File: config.mk
export PLATFORM = sky130hd
export DESIGN_NAME = pixel_coord_gen_flat
export DESIGN_NICKNAME = d
export VERILOG_FILES = /design/src/rtl/pixel_coord_gen_if.sv /design/src/rtl/pixel_coord_gen.sv /design/src/flat_wrapper.sv
export SDC_FILE = /design/constraint.sdc
export NUM_CORES = 1
export LEC_CHECK = 0
export BUFFER_PORTS_ARGS = -buffer_cell sky130_fd_sc_hd__buf_2
export CAP_MARGIN = 10
export CELL_PAD_IN_SITES_DETAIL_PLACEMENT = 1
export CELL_PAD_IN_SITES_GLOBAL_PLACEMENT = 1
export CORE_ASPECT_RATIO = 2
export CORE_MARGIN = 4
export CORE_UTILIZATION = 35
export DETAILED_ROUTE_END_ITERATION = 16
export GPL_TIMING_DRIVEN = 0
export PLACE_DENSITY_LB_ADDON = 0.12
export SYNTH_ARGS = -nofsm -noshare
export SYNTH_HDL_FRONTEND = slang
export SYNTH_SLANG_ARGS = --single-unit
File: constraint.sdc
create_clock -name clk -period 12.4 [get_ports clk]
set_input_delay 0.62 -clock clk [delete_from_list [all_inputs] [get_ports clk]]
set_output_delay 0.62 -clock clk [all_outputs]
set_load 0.005 [all_outputs]
File: src/rtl/pixel_coord_gen_if.sv
// Beat stream leaving pixel_coord_gen: NUM_LANES horizontally adjacent pixels per beat.
// A beat transfers on a rising edge where out_valid && out_ready; while out_valid && !out_ready the payload is held stable.
interface pixel_coord_gen_if #(
    parameter int WORD_LENGTH = 32,
    parameter int NUM_LANES   = 4
);
    logic                                  out_valid;
    logic                                  out_ready;
    logic [10:0]                           out_x;
    logic [10:0]                           out_y;
    logic signed [NUM_LANES*WORD_LENGTH-1:0] out_re;
    logic signed [WORD_LENGTH-1:0]         out_im;
    logic                                  out_eol;
    logic                                  out_eof;

    modport master (
        output out_valid, out_x, out_y, out_re, out_im, out_eol, out_eof,
        input  out_ready
    );

    modport slave (
        input  out_valid, out_x, out_y, out_re, out_im, out_eol, out_eof,
        output out_ready
    );
endinterface

File: src/rtl/pixel_coord_gen.sv
// Raster generator of complex-plane pixel coordinates, NUM_LANES pixels per beat.
// Optional macro PIXEL_COORD_GEN_FRAME_CNT_EN adds a 16-bit completed-frame counter output.
module pixel_coord_gen #(
    parameter int WORD_LENGTH   = 32,
    parameter int FRAC          = 28,
    parameter int SCREEN_WIDTH  = 960,
    parameter int SCREEN_HEIGHT = 720,
    parameter int NUM_LANES     = 4
) (
    input  logic                          clk,
    input  logic                          rst,
    input  logic                          start,
    input  logic                          abort,
    input  logic [4:0]                    zoom,
    input  logic signed [WORD_LENGTH-1:0] real_center,
    input  logic signed [WORD_LENGTH-1:0] imag_center,
    output logic                          busy,
    output logic                          frame_done,
`ifdef PIXEL_COORD_GEN_FRAME_CNT_EN
    output logic [15:0]                   frame_count,
`endif
    output logic [1:0]                    state_dbg,
    pixel_coord_gen_if.master             ob
);
    localparam int WL = WORD_LENGTH;
    localparam longint SPAN_RE_L = longint'(3) << FRAC;
    localparam longint SPAN_IM_L = longint'(2) << FRAC;
    localparam logic signed [WL-1:0] SPAN_RE      = WL'(SPAN_RE_L);
    localparam logic signed [WL-1:0] SPAN_IM      = WL'(SPAN_IM_L);
    localparam logic signed [WL-1:0] BASE_STEP_RE = WL'(SPAN_RE_L / SCREEN_WIDTH);
    localparam logic signed [WL-1:0] BASE_STEP_IM = WL'(SPAN_IM_L / SCREEN_HEIGHT);

    localparam logic [1:0] S_IDLE  = 2'd0;
    localparam logic [1:0] S_SETUP = 2'd1;
    localparam logic [1:0] S_RUN   = 2'd2;

    logic [1:0]                  state;
    logic [10:0]                 x_q, y_q;
    logic signed [WL-1:0]        im_q, step_im_q, stride_re_q;
    logic [NUM_LANES*WL-1:0]     re_q, row_re_q;
    logic                        done_q;

    logic signed [WL-1:0]        step_re_s, step_im_s, acc_s, stride_s, imag_max_s;
    logic [NUM_LANES*WL-1:0]     row_s;
    logic [5:0]                  half_shift;
    logic                        row_last, col_last, xfer;

    // Frame-start values from the sampled zoom/centre; lane offsets built by an adder chain.
    always_comb begin
        half_shift = {1'b0, zoom} + 6'd1;
        step_re_s  = BASE_STEP_RE >>> zoom;
        step_im_s  = BASE_STEP_IM >>> zoom;
        imag_max_s = imag_center + (SPAN_IM >>> half_shift);
        acc_s      = real_center - (SPAN_RE >>> half_shift);
        row_s      = '0;
        for (int k = 0; k < NUM_LANES; k++) begin
            row_s[k*WL +: WL] = acc_s;
            acc_s = acc_s + step_re_s;
        end
        stride_s = acc_s - row_s[WL-1:0];
    end

    assign col_last = (x_q == 11'(SCREEN_WIDTH - NUM_LANES));
    assign row_last = (y_q == 11'(SCREEN_HEIGHT - 1));
    assign xfer     = (state == S_RUN) && ob.out_ready;

    assign ob.out_valid = (state == S_RUN);
    assign ob.out_eol   = (state == S_RUN) && col_last;
    assign ob.out_eof   = (state == S_RUN) && col_last && row_last;
    assign ob.out_x     = x_q;
    assign ob.out_y     = y_q;
    assign ob.out_re    = re_q;
    assign ob.out_im    = im_q;
    assign busy         = (state != S_IDLE);
    assign frame_done   = done_q;
    assign state_dbg    = state;

    always_ff @(posedge clk) begin
        if (rst) begin
            state       <= S_IDLE;
            x_q         <= '0;
            y_q         <= '0;
            im_q        <= '0;
            step_im_q   <= '0;
            stride_re_q <= '0;
            re_q        <= '0;
            row_re_q    <= '0;
            done_q      <= 1'b0;
`ifdef PIXEL_COORD_GEN_FRAME_CNT_EN
            frame_count <= '0;
`endif
        end else begin
            done_q <= 1'b0;
            case (state)
                S_IDLE: begin
                    if (start && !abort) state <= S_SETUP;
                end
                S_SETUP: begin
                    if (abort) begin
                        state <= S_IDLE;
                    end else begin
                        state       <= S_RUN;
                        x_q         <= '0;
                        y_q         <= '0;
                        step_im_q   <= step_im_s;
                        stride_re_q <= stride_s;
                        row_re_q    <= row_s;
                        re_q        <= row_s;
                        im_q        <= imag_max_s;
                    end
                end
                S_RUN: begin
                    if (abort) begin
                        state <= S_IDLE;
                    end else if (xfer) begin
                        if (col_last) begin
                            x_q  <= '0;
                            re_q <= row_re_q;
                            im_q <= im_q - step_im_q;
                            if (row_last) begin
                                state  <= S_IDLE;
                                done_q <= 1'b1;
`ifdef PIXEL_COORD_GEN_FRAME_CNT_EN
                                frame_count <= frame_count + 16'd1;
`endif
                            end else begin
                                y_q <= y_q + 11'd1;
                            end
                        end else begin
                            x_q <= x_q + 11'(NUM_LANES);
                            for (int k = 0; k < NUM_LANES; k++)
                                re_q[k*WL +: WL] <= re_q[k*WL +: WL] + stride_re_q;
                        end
                    end
                end
                default: state <= S_IDLE;
            endcase
        end
    end
endmodule

File: src/flat_wrapper.sv
// flat-port wrapper written by rule: the top's interface ports become plain ports
module pixel_coord_gen_flat 
#(
    parameter int WORD_LENGTH   = 32,
    parameter int FRAC          = 28,
    parameter int SCREEN_WIDTH  = 960,
    parameter int SCREEN_HEIGHT = 720,
    parameter int NUM_LANES     = 4
)
  (clk, rst, start, abort, zoom, real_center, imag_center, busy, frame_done, state_dbg, ob_out_valid, ob_out_x, ob_out_y, ob_out_re, ob_out_im, ob_out_eol, ob_out_eof, ob_out_ready);
  pixel_coord_gen_if #(.WORD_LENGTH(WORD_LENGTH), .NUM_LANES(NUM_LANES)) ob_i ();
  input  logic clk;
  input  logic rst;
  input  logic start;
  input  logic abort;
  input  logic [4:0] zoom;
  input  logic signed [WORD_LENGTH-1:0] real_center;
  input  logic signed [WORD_LENGTH-1:0] imag_center;
  output logic busy;
  output logic frame_done;
  output logic [1:0] state_dbg;
  output wire logic [$bits(ob_i.out_valid)-1:0] ob_out_valid;
  output wire logic [$bits(ob_i.out_x)-1:0] ob_out_x;
  output wire logic [$bits(ob_i.out_y)-1:0] ob_out_y;
  output wire logic [$bits(ob_i.out_re)-1:0] ob_out_re;
  output wire logic [$bits(ob_i.out_im)-1:0] ob_out_im;
  output wire logic [$bits(ob_i.out_eol)-1:0] ob_out_eol;
  output wire logic [$bits(ob_i.out_eof)-1:0] ob_out_eof;
  input wire logic [$bits(ob_i.out_ready)-1:0] ob_out_ready;
  assign ob_out_valid = ob_i.out_valid;
  assign ob_out_x = ob_i.out_x;
  assign ob_out_y = ob_i.out_y;
  assign ob_out_re = ob_i.out_re;
  assign ob_out_im = ob_i.out_im;
  assign ob_out_eol = ob_i.out_eol;
  assign ob_out_eof = ob_i.out_eof;
  assign ob_i.out_ready = ob_out_ready;
  pixel_coord_gen #(.WORD_LENGTH(WORD_LENGTH), .FRAC(FRAC), .SCREEN_WIDTH(SCREEN_WIDTH), .SCREEN_HEIGHT(SCREEN_HEIGHT), .NUM_LANES(NUM_LANES)) u_core (.clk(clk), .rst(rst), .start(start), .abort(abort), .zoom(zoom), .real_center(real_center), .imag_center(imag_center), .busy(busy), .frame_done(frame_done), .state_dbg(state_dbg), .ob(ob_i));
endmodule
# Word-level counts from Yosys, hierarchy flattened
# Cells that the tools add are included.
# totals
input_bits,74
elab_cells,87
out_inout_bits,189
register_bits,377
# op_classes
n_bitwise,4
muxes,28
n_eq_ne,13
shift,4
add_sub_neg,15
reduce_logical,14
# ops
operator,count
$mux 128,4
$add 32x32->32,9
$pmux 128 s2,1
$mux 32,4
$sub 32x32->32,3
$mux 11,8
$pmux 32 s2,1
$sshr 21x5->32 const A,2
$sshr 31x6->32 const A,2
$pmux 11 s2,2
$eq 11x10->1 const B,2
$mux 2,6
$add 11x1->11 const B,1
$add 11x3->11 const B,1
$ne 3x2->1 const B,3
$reduce_and 4->1,2
$add 5x1->6 const B,1
$ne 2x1->1 const B,3
$ne 2x2->1 const B,3
$pmux 2 s3,1
$reduce_and 6->1,1
$reduce_and 5->1,1
$reduce_or 5->1,1
$logic_and 1x1->1,4
8 further kinds,12

# Depth between registers and ports, before layout
# Gate-level depths: netlist of the first run.
# depth
depth_word,8
depth_mapped,55
mapped_depth_nobuf,54

# Least setup slack after synthesis of the first run
# No wires, ideal clock.
# synth_timing
path_kind,input port to flip-flop
start,input zoom[1]
end,register u_core.stride_re_q[31]
t_arrival_ps,10421
setup_time_ps,128
t_required_ps,12272
path_slack_ps,1851
stages,51
path_buffers,3
path_cell_list,buf_2 > inv_1 > ha_1 > clkbuf_1 > clkbuf_1 > nand3b_1 > ha_1 > o21a_1 > o31a_1 > o21ai_0 > nand2b_1 > a21o_1 > a21oi_1 > xor2_1 > inv_1 > ha_1 > o21ai_0 > nor2_1 > (+15 left out) > o311ai_1 > xnor2_1 > o2111ai_1 > a2111oi_2 > xor2_1 > ha_1 > ha_1 > nand2_1 > nand2b_1 > a21o_1 > a21oi_1 > nor2_1 > a311o_1 > xnor2_1 > nor2_1 > and3_1 > mux2i_1 > nand4_1
# synth_via
elab_chain_cells,8
elab_cells_between_ends,9
classes_between,7 x add/sub; 2 x shift
# synth_rtl
item,line_no,source
start: declaration,flat_wrapper.sv:16,input logic [4:0] zoom;
$add 5x1->6,pixel_coord_gen.sv:50,"half_shift = {1'b0, zoom} + 6'd1;"
$sshr 31x6->32,pixel_coord_gen.sv:54,acc_s = real_center - (SPAN_RE >>> half_shift);
$sub 32x32->32,pixel_coord_gen.sv:54,
named net u_core.row_s[7],pixel_coord_gen.sv:44,logic [NUM_LANES*WL-1:0] row_s;
$add 32x32->32,pixel_coord_gen.sv:58,acc_s = acc_s + step_re_s;
named net u_core.row_s[46],pixel_coord_gen.sv:44,
$add 32x32->32 (2 in a row),pixel_coord_gen.sv:58,
named net u_core.row_s[123],pixel_coord_gen.sv:44,
$add 32x32->32,pixel_coord_gen.sv:58,
$sub 32x32->32,pixel_coord_gen.sv:60,stride_s = acc_s - row_s[WL-1:0];
end signal: assignment,pixel_coord_gen.sv:106,stride_re_q <= stride_s;
end: declaration,pixel_coord_gen.sv:39,"logic signed [WL-1:0] im_q, step_im_q, stride_re_q;"
# The timed path passes the listed nets, and every way through them passes these cells.
# A chain may end at the register's enable or synchronous reset.

# Worst setup path in the final report of the first run
# layout_timing
start,input zoom[1]
end,register u_core.stride_re_q[31]
# layout_via
elab_chain_cells,8
elab_cells_between_ends,9
classes_between,7 x add/sub; 2 x shift
# layout_rtl
item,line_no
$add 5x1->6,pixel_coord_gen.sv:50
$sshr 31x6->32,pixel_coord_gen.sv:54
$sub 32x32->32,pixel_coord_gen.sv:54
named net u_core.row_s[9],pixel_coord_gen.sv:44
$add 32x32->32,pixel_coord_gen.sv:58
named net u_core.row_s[48],pixel_coord_gen.sv:44
$add 32x32->32,pixel_coord_gen.sv:58
named net u_core.row_s[83],pixel_coord_gen.sv:44
$add 32x32->32,pixel_coord_gen.sv:58
named net u_core.row_s[124],pixel_coord_gen.sv:44
$add 32x32->32,pixel_coord_gen.sv:58
$sub 32x32->32,pixel_coord_gen.sv:60
# The timed path passes the listed nets, and every way through them passes these cells.

==> flow_summary.toml, run 1 <==
[logic_synthesis]
avgSynthCellArea_sq_um = 7.436
synthCells = 4033
synthFlopType = "dfxtp_1"
synth-seq-cells = 358
synth_top_area_cell = "dfxtp_1"
syn_area_sq_mm = 0.02999
synth_edf_count = 0
async_flop_share_pct = 0
seq_area_frac_synth_pct = 23.90
synthDistinctLibCells = 95
ys_top_cells_by_area = "dfxtp_1 24%, ha_1 13%, a21oi_1 7.4%"
ys_warn_count = 0
synth_top_area_share_pct = 23.90

[finish]
fin_cells = 5467
antennaDiodeCount = 0
num-nets-final = 4779
area_growth_pct = 15.32
nFillCells = 10670
drive_gt1_share_pct = 10.60

[drt]
drt_iter0_drc = 2235
first_pass_iters = 5
ant_nets = 0
wl_microns = 172600
vias_per_cell = 6.164
vias = 33700
wl_per_cell_microns = 31.57
drc = 0

[global_routing]
grt_pass1_vias = 35120
grt_max_degree = 14
antenna_found_initial = 4
grt_pass1_wl_microns = 241800
overflow = 0
grt_usage_pct = 36.45

[clocking]
cts.path.max_buffers = 3
cts_buffers = 41
cts-root-buf = "clkbuf_16"
cts_tree = "yes"
path_clk_slew_ns = 0.06
hold_buffers = 0
clk_latency_ns = 0.61
cts_max_level = 2
clock_sinks = 358

[placement]
place_hpwl_microns = 138700
gp_congestion = 0.9996
place_inst = 5382
io_buffers = 258

[sta]
whs_ns = 0.2918
setup_viol = 0
max_freq_mhz = 82.92
layout_min_cycle_time_ns = 12.06
slew_headroom_pct = 3.666
tightest_slew_ns = 1.445
slew_violations = 0
hold_viol = 0
finClkSkew_ns = 0.03109
fin_crit_sh_pct = 97.25

[floorplanning]
die_y_microns = 422.0
die_w_microns = 215.0
ios = 263
start_util_pct = 35.35
core-area_sq_mm = 0.08483
num_rows = 151
dieArea_sq_mm = 0.09072

[setup_path]
arrival_ns = 12.54
crit_buf_inv = 5
endpoint_kind = "flip-flop"
cp.depth = 53
crit_top_cell = "nor2_1"
required_ns = 12.88
critPathMaxFanout = 10
rr_worst_depth = 15
start_kind = "input port"
crit_type = "in -> reg"
cpMaxStageDelayCell = "or4_1"
crit_family = "simple AND/OR/NAND/NOR gates"
max_stage_delay_ns = 0.52

[flow_run]
cap_violations = 0

[power]
ir_drop_uv = 101.1
power.leakage_nw = 14.50
power.density_mw_per_mm2 = 171.6
p_total_w = 0.005935

[worst_hold_path]
hold_depth = 3
hold_path_class = "in -> reg"

[run_status]
status = "finished, final reports clean"
[layout make-up]
type | count | area, sq um | share of cell area [%]
clock inverter | 9 | 55.05 | 0.1592
clock buffer | 64 | 1285 | 3.715
buffer | 200 | 788.3 | 2.279
sequential | 358 | 7167 | 20.72
timing repair buffer | 290 | 1650 | 4.772
tap | 1071 | 1340 | 3.875
multi-input combinational | 3314 | 21690 | 62.71
inverter | 161 | 611.8 | 1.769
[path summary, 6_finish.rpt]
check / startpoint / endpoint / slack [ns]
min reg2reg: u_core.row_re_q[71] / u_core.row_re_q[71] / 0.46
max: zoom[1] / u_core.stride_re_q[31] / 0.34
max reg2reg: u_core.stride_re_q[3] / u_core.ob.out_re[127] / 6.51
min: ob_out_ready / u_core.frame_done / 0.29
[cells by family after synthesis]
family,share of synthesized area [%]
other cells,0.01250
buf+inv,4.614
simple gates,21.34
mux,0.5423
xor+xnor,8.235
compound gates,26.58
flops,23.90
fa+ha+maj,14.78
[cells in the final DEF, fill, tap and decap left out, types with 40 or more instances in the layout]
master,instances
a211oi_1,65
a21o_1,72
a21oi_1,443
buf_2,267
clkbuf_1,166
clkbuf_16,43
dfxtp_1,358
ha_1,312
inv_1,154
nand2_1,578
nand3_1,95
nor2_1,405
nor2b_1,48
nor3_1,89
o211ai_1,149
o21a_1,48
o21ai_0,186
or3_1,40
xnor2_1,165
xor2_1,91
[cell usage after synthesis, drive strengths merged, types with 17 or more instances]
| library cell | count |
|---|---|
| a211oi | 71 |
| a21boi | 17 |
| a21o | 72 |
| a21oi | 444 |
| a31oi | 30 |
| and2 | 25 |
| and3 | 28 |
| buf | 35 |
| clkbuf | 167 |
| dfxtp | 358 |
| fa | 24 |
| ha | 315 |
| inv | 158 |
| nand2 | 578 |
| nand2b | 38 |
| nand3 | 95 |
| nand4 | 26 |
| nor2 | 410 |
| nor2b | 48 |
| nor3 | 92 |
| o211ai | 150 |
| o21a | 48 |
| o21ai | 193 |
| o21bai | 28 |
| o311ai | 19 |
| o31ai | 19 |
| or2 | 18 |
| or3 | 40 |
| xnor2 | 173 |
| xor2 | 100 |
[registers in the layout, summed over array words and instances (netlist names)]
signal and count:
u_core.stride_re_q 31, u_core.row_re_q 126, u_core.state_dbg 2, u_core.ob.out_im 32, u_core.ob.out_x 9, u_core.frame_done 1
u_core.step_im_q 20, u_core.ob.out_re 126, u_core.ob.out_y 11
[report_power, final]
part	internal (W)	total [W]	switching [W]	leakage, nW
logic	0.00121	0.00327	0.00206	10.9
registers	0.00123	0.00137	0.000136	2.90
clock network	0.000712	0.00130	0.000584	0.665
total	0.00316	0.00594	0.00278	14.5
[layer usage]
| metal | up-vias | wire length (microns) | global-route usage (%) |
|---|---|---|---|
| met5 | - | 0 | 0 |
| met4 | 0 | 20270 | 33.67 |
| met3 | 647 | 10780 | 6.836 |
| met2 | 1428 | 83080 | 64.06 |
| met1 | 16580 | 58480 | 35.80 |
| li1 | 15050 | - | - |
[metrics by stage]
step | worst slack [ns] | TNS (ns) | utilization (%) | cell area, sq um
2_1_floorplan | 1.851 | 0 | - | 30000
3_3_place_gp | -1.911 | -13.91 | 38.46 | 32630
3_5_place_dp | -2.049 | -16.29 | 38.76 | 32880
4_1_cts | 0.02128 | 0 | 40.45 | 34310
6_report | 0.3409 | 0 | 40.77 | 34590
5_1_grt | -0.04428 | -0.04428 | 40.77 | 34590
[timing repair]
action / in CTS / in global routing
pin swaps: 0 / 6
buffers inserted: 0 / 11
resized for setup: 17 / 31
cloned: 0 / 1
setup endpoints to repair: 11 / 8
[worst min-delay path: stages]
cell	delay (ns)
buf_2	0.13
nand2_1	0.06
nor3_1	0.04
(Power assumes the default switching activity.)
==> run 2: changes to the inputs <==
--- a/config.mk
+++ b/config.mk
@@ -13,7 +13,6 @@
 export CORE_MARGIN = 4
 export CORE_UTILIZATION = 35
 export DETAILED_ROUTE_END_ITERATION = 16
-export GPL_TIMING_DRIVEN = 0
 export PLACE_DENSITY_LB_ADDON = 0.12
 export SYNTH_ARGS = -nofsm -noshare
 export SYNTH_HDL_FRONTEND = slang
==> run 2 against run 1 <==
Clock power barely moved. First-iteration DRC count down 45%. Critical path type unchanged. Register-to-register slack gained 0.16 ns. Maximum frequency grew 5.8%. Critical path depth down 5. Worst setup slack better by 0.66 ns.
==> flow_summary.toml, run 2 (synthesis gave the netlist of run 1 again) <==
[setup_path]
crit_top_cell = "ha_1"
start_kind = "input port"
critPathMaxFanout = 20
cpMaxStageDelayCell = "o2111ai_1"
crit_type = "in -> reg"
arrival_ns = 11.86
max_stage_delay_ns = 0.48
cp-startpoint = "zoom[2]"
r2r-start = "u_core.stride_re_q[2]"
required_ns = 12.86
endpoint_kind = "flip-flop"

[floorplanning]
dieArea_sq_mm = 0.09072
core-area_sq_mm = 0.08483
num_rows = 151
start_util_pct = 35.35
die_y_microns = 422.0
ios = 263
die_w_microns = 215.0

[drt]
vias = 30250
first_pass_iters = 5
wl_per_cell_microns = 22.73
drt_iter0_drc = 1219
vias_per_cell = 5.705
wl_microns = 120600
ant_nets = 0
drc = 0

[clocking]
clock_sinks = 358
clk_latency_ns = 0.59
cts.path.max_buffers = 3
path_clk_slew_ns = 0.06
cts_buffers = 42
cts_max_level = 2
cts_tree = "yes"
cts-root-buf = "clkbuf_16"
cts_setup_buffers = 0

[finish]
fin_cells = 5303
area_growth_pct = 12.72
num-nets-final = 4604
mostFrequentLayoutCells = "578 x nand2_1, 443 x a21oi_1, 407 x nor2_1, 358 x dfxtp_1, 314 x ha_1"
final_common_cell = "nand2_1"
drive_gt1_share_pct = 10.75
final_util_pct = 39.85

[worst_hold_path]
hold_path_class = "in -> reg"
min-delay-start = "ob_out_ready"

[sta]
hold_viol = 0
slew_headroom_pct = 31.50
tns_ns = 0
whs_ns = 0.3023
max_freq_mhz = 87.76
finClkSkew_ns = 0.01370
layout_min_cycle_time_ns = 11.39
slew_violations = 0
tightest_slew_ns = 1.002
fin_crit_sh_pct = 91.89
rsz0062_at_grt = "no"
setup_viol = 0

[power]
ir_drop_uv = 96.51
power.leakage_nw = 14.29
power.density_mw_per_mm2 = 170.6

[global_routing]
grt_pass1_wl_microns = 186300
grt_max_degree = 148
antenna_found_initial = 24
grt_usage_pct = 25.88
overflow = 0
grt_pass1_vias = 31880

[placement]
place_hpwl_microns = 92940
io_buffers = 260
gp_congestion = 0.9197
place_inst = 5218

[run_status]
status = "finished, final reports clean"

[flow_run]
cap_violations = 0
## run 2: final timing paths
check | cells past startpoint | slack (ns) | to
min | 3 | 0.30 | u_core.frame_done
max | 48 | 1.01 | u_core.stride_re_q[31]
max reg2reg | 16 | 6.67 | u_core.ob.out_re[127]
min reg2reg | 2 | 0.45 | u_core.row_re_q[90]
## run 2: layout make-up
class / instances / area (sq um)
Tap cell: 1071 / 1340
Clock inverter: 15 / 137.6
Sequential cell: 358 / 7167
Antenna cell: 10 / 25.02
Timing Repair Buffer: 315 / 1762
Clock buffer: 60 / 1250
Fill cell: 10620 / 51030
Multi-Input combinational cell: 3313 / 21520
Inverter: 161 / 604.3
## run 2: where the power goes
group	total (W)	leakage (nW)	switching [W]	internal (W)
clock network	0.00131	0.689	0.000562	0.000743
logic	0.00312	10.7	0.00189	0.00123
registers	0.00134	2.90	0.000108	0.00123
## run 2: worst max-delay path, delay by kind of cell
kind / cells / cell delay [ns]
mux: 1 / 0.12
simple gates: 8 / 1.34
fa+ha+maj: 7 / 2.42
xor+xnor: 5 / 1.42
buf+inv: 4 / 0.68
compound gates: 23 / 5.30
## run 2: timing repair
item | 4_1_cts | 5_1_grt
hold buffers | 0 | 0
resized for setup | 0 | 2
setup endpoints to repair | 0 | 1
endpoints found under the hold margin | 0 | 0
## run 2: routing by layer
| metal | global-route usage (%) | up-vias | share of wire, % |
|---|---|---|---|
| met5 | 0 | - | 0.12 |
| met4 | 10.34 | 22 | 4.5 |
| met3 | 4.430 | 201 | 4.4 |
| met2 | 49.05 | 532 | 52 |
| met1 | 28.30 | 14800 | 39 |
| li1 | - | 14700 | - |
## run 2: metrics by stage
| step | total power [W] | setup WS [ns] | instance area (sq um) |
|---|---|---|---|
| floorplan | 0.003531 | 1.851 | 30000 |
| global placement | 0.004439 | 0.7390 | 32370 |
| detailed placement | 0.004481 | 0.4607 | 32370 |
| CTS | 0.005831 | 1.046 | 33760 |
| global route | 0.006228 | 0.06413 | 33790 |
| finish | 0.005767 | 1.006 | 33800 |
==> run 3: changes to the inputs <==
--- a/config.mk
+++ b/config.mk
@@ -5,6 +5,7 @@
 export SDC_FILE = /design/constraint.sdc
 export NUM_CORES = 1
 export LEC_CHECK = 0
+export ABC_AREA = 1
 export BUFFER_PORTS_ARGS = -buffer_cell sky130_fd_sc_hd__buf_2
 export CAP_MARGIN = 10
 export CELL_PAD_IN_SITES_DETAIL_PLACEMENT = 1
==> run 3 against run 2 <==
Global-route usage increased by 5.6 points. Clock power about the same. Flip-flop and latch count unchanged. Critical path type unchanged. Largest power group unchanged.
==> flow_summary.toml, run 3 <==
[finish]
final_common_cell = "nand2_1"
multi_input_area_sq_mm = 0.02173
mostFrequentLayoutCells = "1067 x nand2_1, 734 x inv_1, 459 x nor2_1, 450 x a21oi_1, 358 x dfxtp_1"
nFillCells = 12210
seqCellArea_sq_mm = 0.007167
final_util_pct = 39.64
num-nets-final = 5596
area_growth_pct = 12.25
drive_gt1_share_pct = 10.55

[power]
p_int_w = 0.003931
combPwrFrac_pct = 63.2
sw_frac_of_total_pct = 53.65
p_clk_share_pct = 15.2
power.density_mw_per_mm2 = 233.7
power.leakage_nw = 18.93
ir_drop_uv = 174.1
p_seq_share_pct = 21.6
p_sw_w = 0.004549

[setup_path]
critPathMaxFanout = 22
crit_type = "in -> reg"
max_stage_delay_ns = 0.55
arrival_ns = 11.69
cp-endpoint = "u_core.stride_re_q[31]"
reg2reg_slack_ns = 8.03
cp-startpoint = "zoom[3]"
cpMaxStageDelayCell = "xor2_1"
crit_top_cell = "nand2_1"
rr_worst_depth = 12
endpoint_kind = "flip-flop"
r2r_end = "u_core.ob.out_re[83]"
required_ns = 12.93
start_kind = "input port"
r2r-start = "u_core.state_dbg[0]"

[global_routing]
grtUsageMet1_pct = 28.05
grt_usage_pct = 31.53
grt_pass1_wl_microns = 232400
grt-busiest-layer = "met2"
grt_max_degree = 89
grt_pass1_vias = 37260
grt_use_met2_pct = 59.97
antenna_found_initial = 6
use_met3_pct = 3.085
overflow = 0

[logic_synthesis]
ys_warn_count = 0
async_flop_share_pct = 0
synth.most_common_cell = "nand2_1"
avgSynthCellArea_sq_um = 6.471
synth_edf_count = 0
synth_top_area_cell = "dfxtp_1"
synth-seq-cells = 358
synth_top_area_share_pct = 22.17
ys_top_cells_by_area = "dfxtp_1 22%, nand2_1 12%, ha_1 12%"
synthDistinctLibCells = 67
syn_area_sq_mm = 0.03233
synthFlopType = "dfxtp_1"
synthCells = 4996
synth_common_cells = "1068 x nand2_1, 736 x inv_1, 464 x nor2_1"
seq_area_frac_synth_pct = 22.17

[sta]
finClkSkew_ns = 0.03652
layout_min_cycle_time_ns = 11.16
slew_violations = 0
tightest_slew_ns = 1.194
max_freq_mhz = 89.62
tns_ns = 0
slew_headroom_pct = 19.56
setup_viol = 0
hold_viol = 0
fin_crit_sh_pct = 89.99
rsz0062_at_grt = "no"

[clocking]
hold_buffers = 0
cts_buffers = 41
cts_max_level = 2
ctsResizeCount = 0
cts_tree = "yes"
cts-root-buf = "clkbuf_16"
clk_latency_ns = 0.63
cts_setup_buffers = 0
path_clk_slew_ns = 0.06
cts.path.max_buffers = 3
clock_sinks = 358

[worst_hold_path]
hold_path_class = "in -> reg"

[flow_run]
cap_violations = 0

[floorplanning]
die_w_microns = 222.9
dieArea_sq_mm = 0.09759
num_rows = 157
die_y_microns = 437.8
start_util_pct = 35.31
ios = 263
core-area_sq_mm = 0.09154

[run_status]
status = "finished, final reports clean"

[placement]
gp_congestion = 0.9557
io_buffers = 260
place_hpwl_microns = 129100

[drt]
ant_nets = 0
drc = 0
vias = 35100
wl_microns = 158600
wl_per_cell_microns = 24.75
first_pass_iters = 5
drt_iter0_drc = 1491
vias_per_cell = 5.477
==> run 3: worst min-delay path by stage <==
stage,startpoint,endpoint,slack (ns),depth (start not counted)
6_report,abort,u_core.frame_done,0.27,2
5_1_grt,abort,u_core.frame_done,0.25,2
4_1_cts,abort,u_core.frame_done,0.23,2
3_5_place_dp,u_core.step_im_q[8],u_core.step_im_q[8],0.46,2
3_3_place_gp,u_core.step_im_q[14],u_core.step_im_q[14],0.46,2
2_1_floorplan,u_core.row_re_q[0],u_core.ob.out_re[64],0.44,2
==> run 3: layer usage <==
layer,vias to the layer above,part of all wire [%]
met4,0,13
met2,828,52
met5,-,0
met1,16840,32
li1,16970,-
met3,462,2.8
==> run 3: power groups by stage <==
stage          combinational, W  clock [W]  sequential (W)
5_1_grt                 0.00591    0.00136         0.00185
3_3_place_gp            0.00525          0         0.00185
6_report                0.00536    0.00129         0.00183
2_1_floorplan           0.00348          0         0.00167
4_1_cts                 0.00537    0.00132         0.00183
3_5_place_dp            0.00534          0         0.00185
==> run 3: cell families (layout without fill, tap and decap cells) <==
| kind of cell | after synthesis | after routing | synth area share [%] |
|---|---|---|---|
| xor+xnor | 194 | 194 | 5.302 |
| compound gates | 1209 | 1209 | 22.05 |
| simple gates | 1973 | 1973 | 26.00 |
| other cells | 1 | 6 | 0.01160 |
| buf+inv | 922 | 1138 | 10.79 |
| fa+ha+maj | 339 | 339 | 13.68 |
| flops | 358 | 358 | 22.17 |
==> run 3: worst max-delay path, delay by kind of cell <==
| family | cells | cell delay [ns] |
|---|---|---|
| compound gates | 5 | 1.50 |
| xor+xnor | 6 | 1.89 |
| fa+ha+maj | 6 | 2.12 |
| buf+inv | 9 | 1.38 |
| simple gates | 34 | 4.12 |
==> run 3: cell type report <==
cell class | instances | area share (%)
diodes | 4 | 0.02758
multi-input cells | 3717 | 59.88
clock inverters | 21 | 0.5620
inverters | 754 | 7.831
flip-flops and latches | 358 | 19.75
repair buffers | 311 | 4.648
clock buffers | 52 | 3.193
well taps | 1192 | 4.110
==> run 3: through the flow <==
step                      worst slack (ns)  hold WS, ns  power (W)  cell area, sq um  cells
final                                1.241       0.2650   0.008480             36290   6409
after global routing                0.4148       0.2515   0.009123             36280   6406
after CTS                            1.321       0.2271   0.008523             36280   6405
after detailed placement            0.7255       0.4624   0.007188             34910   6332
after global placement              0.8566       0.4560   0.007104             34910   6332
after floorplan                      3.678       0.4403   0.005142             32330   4997
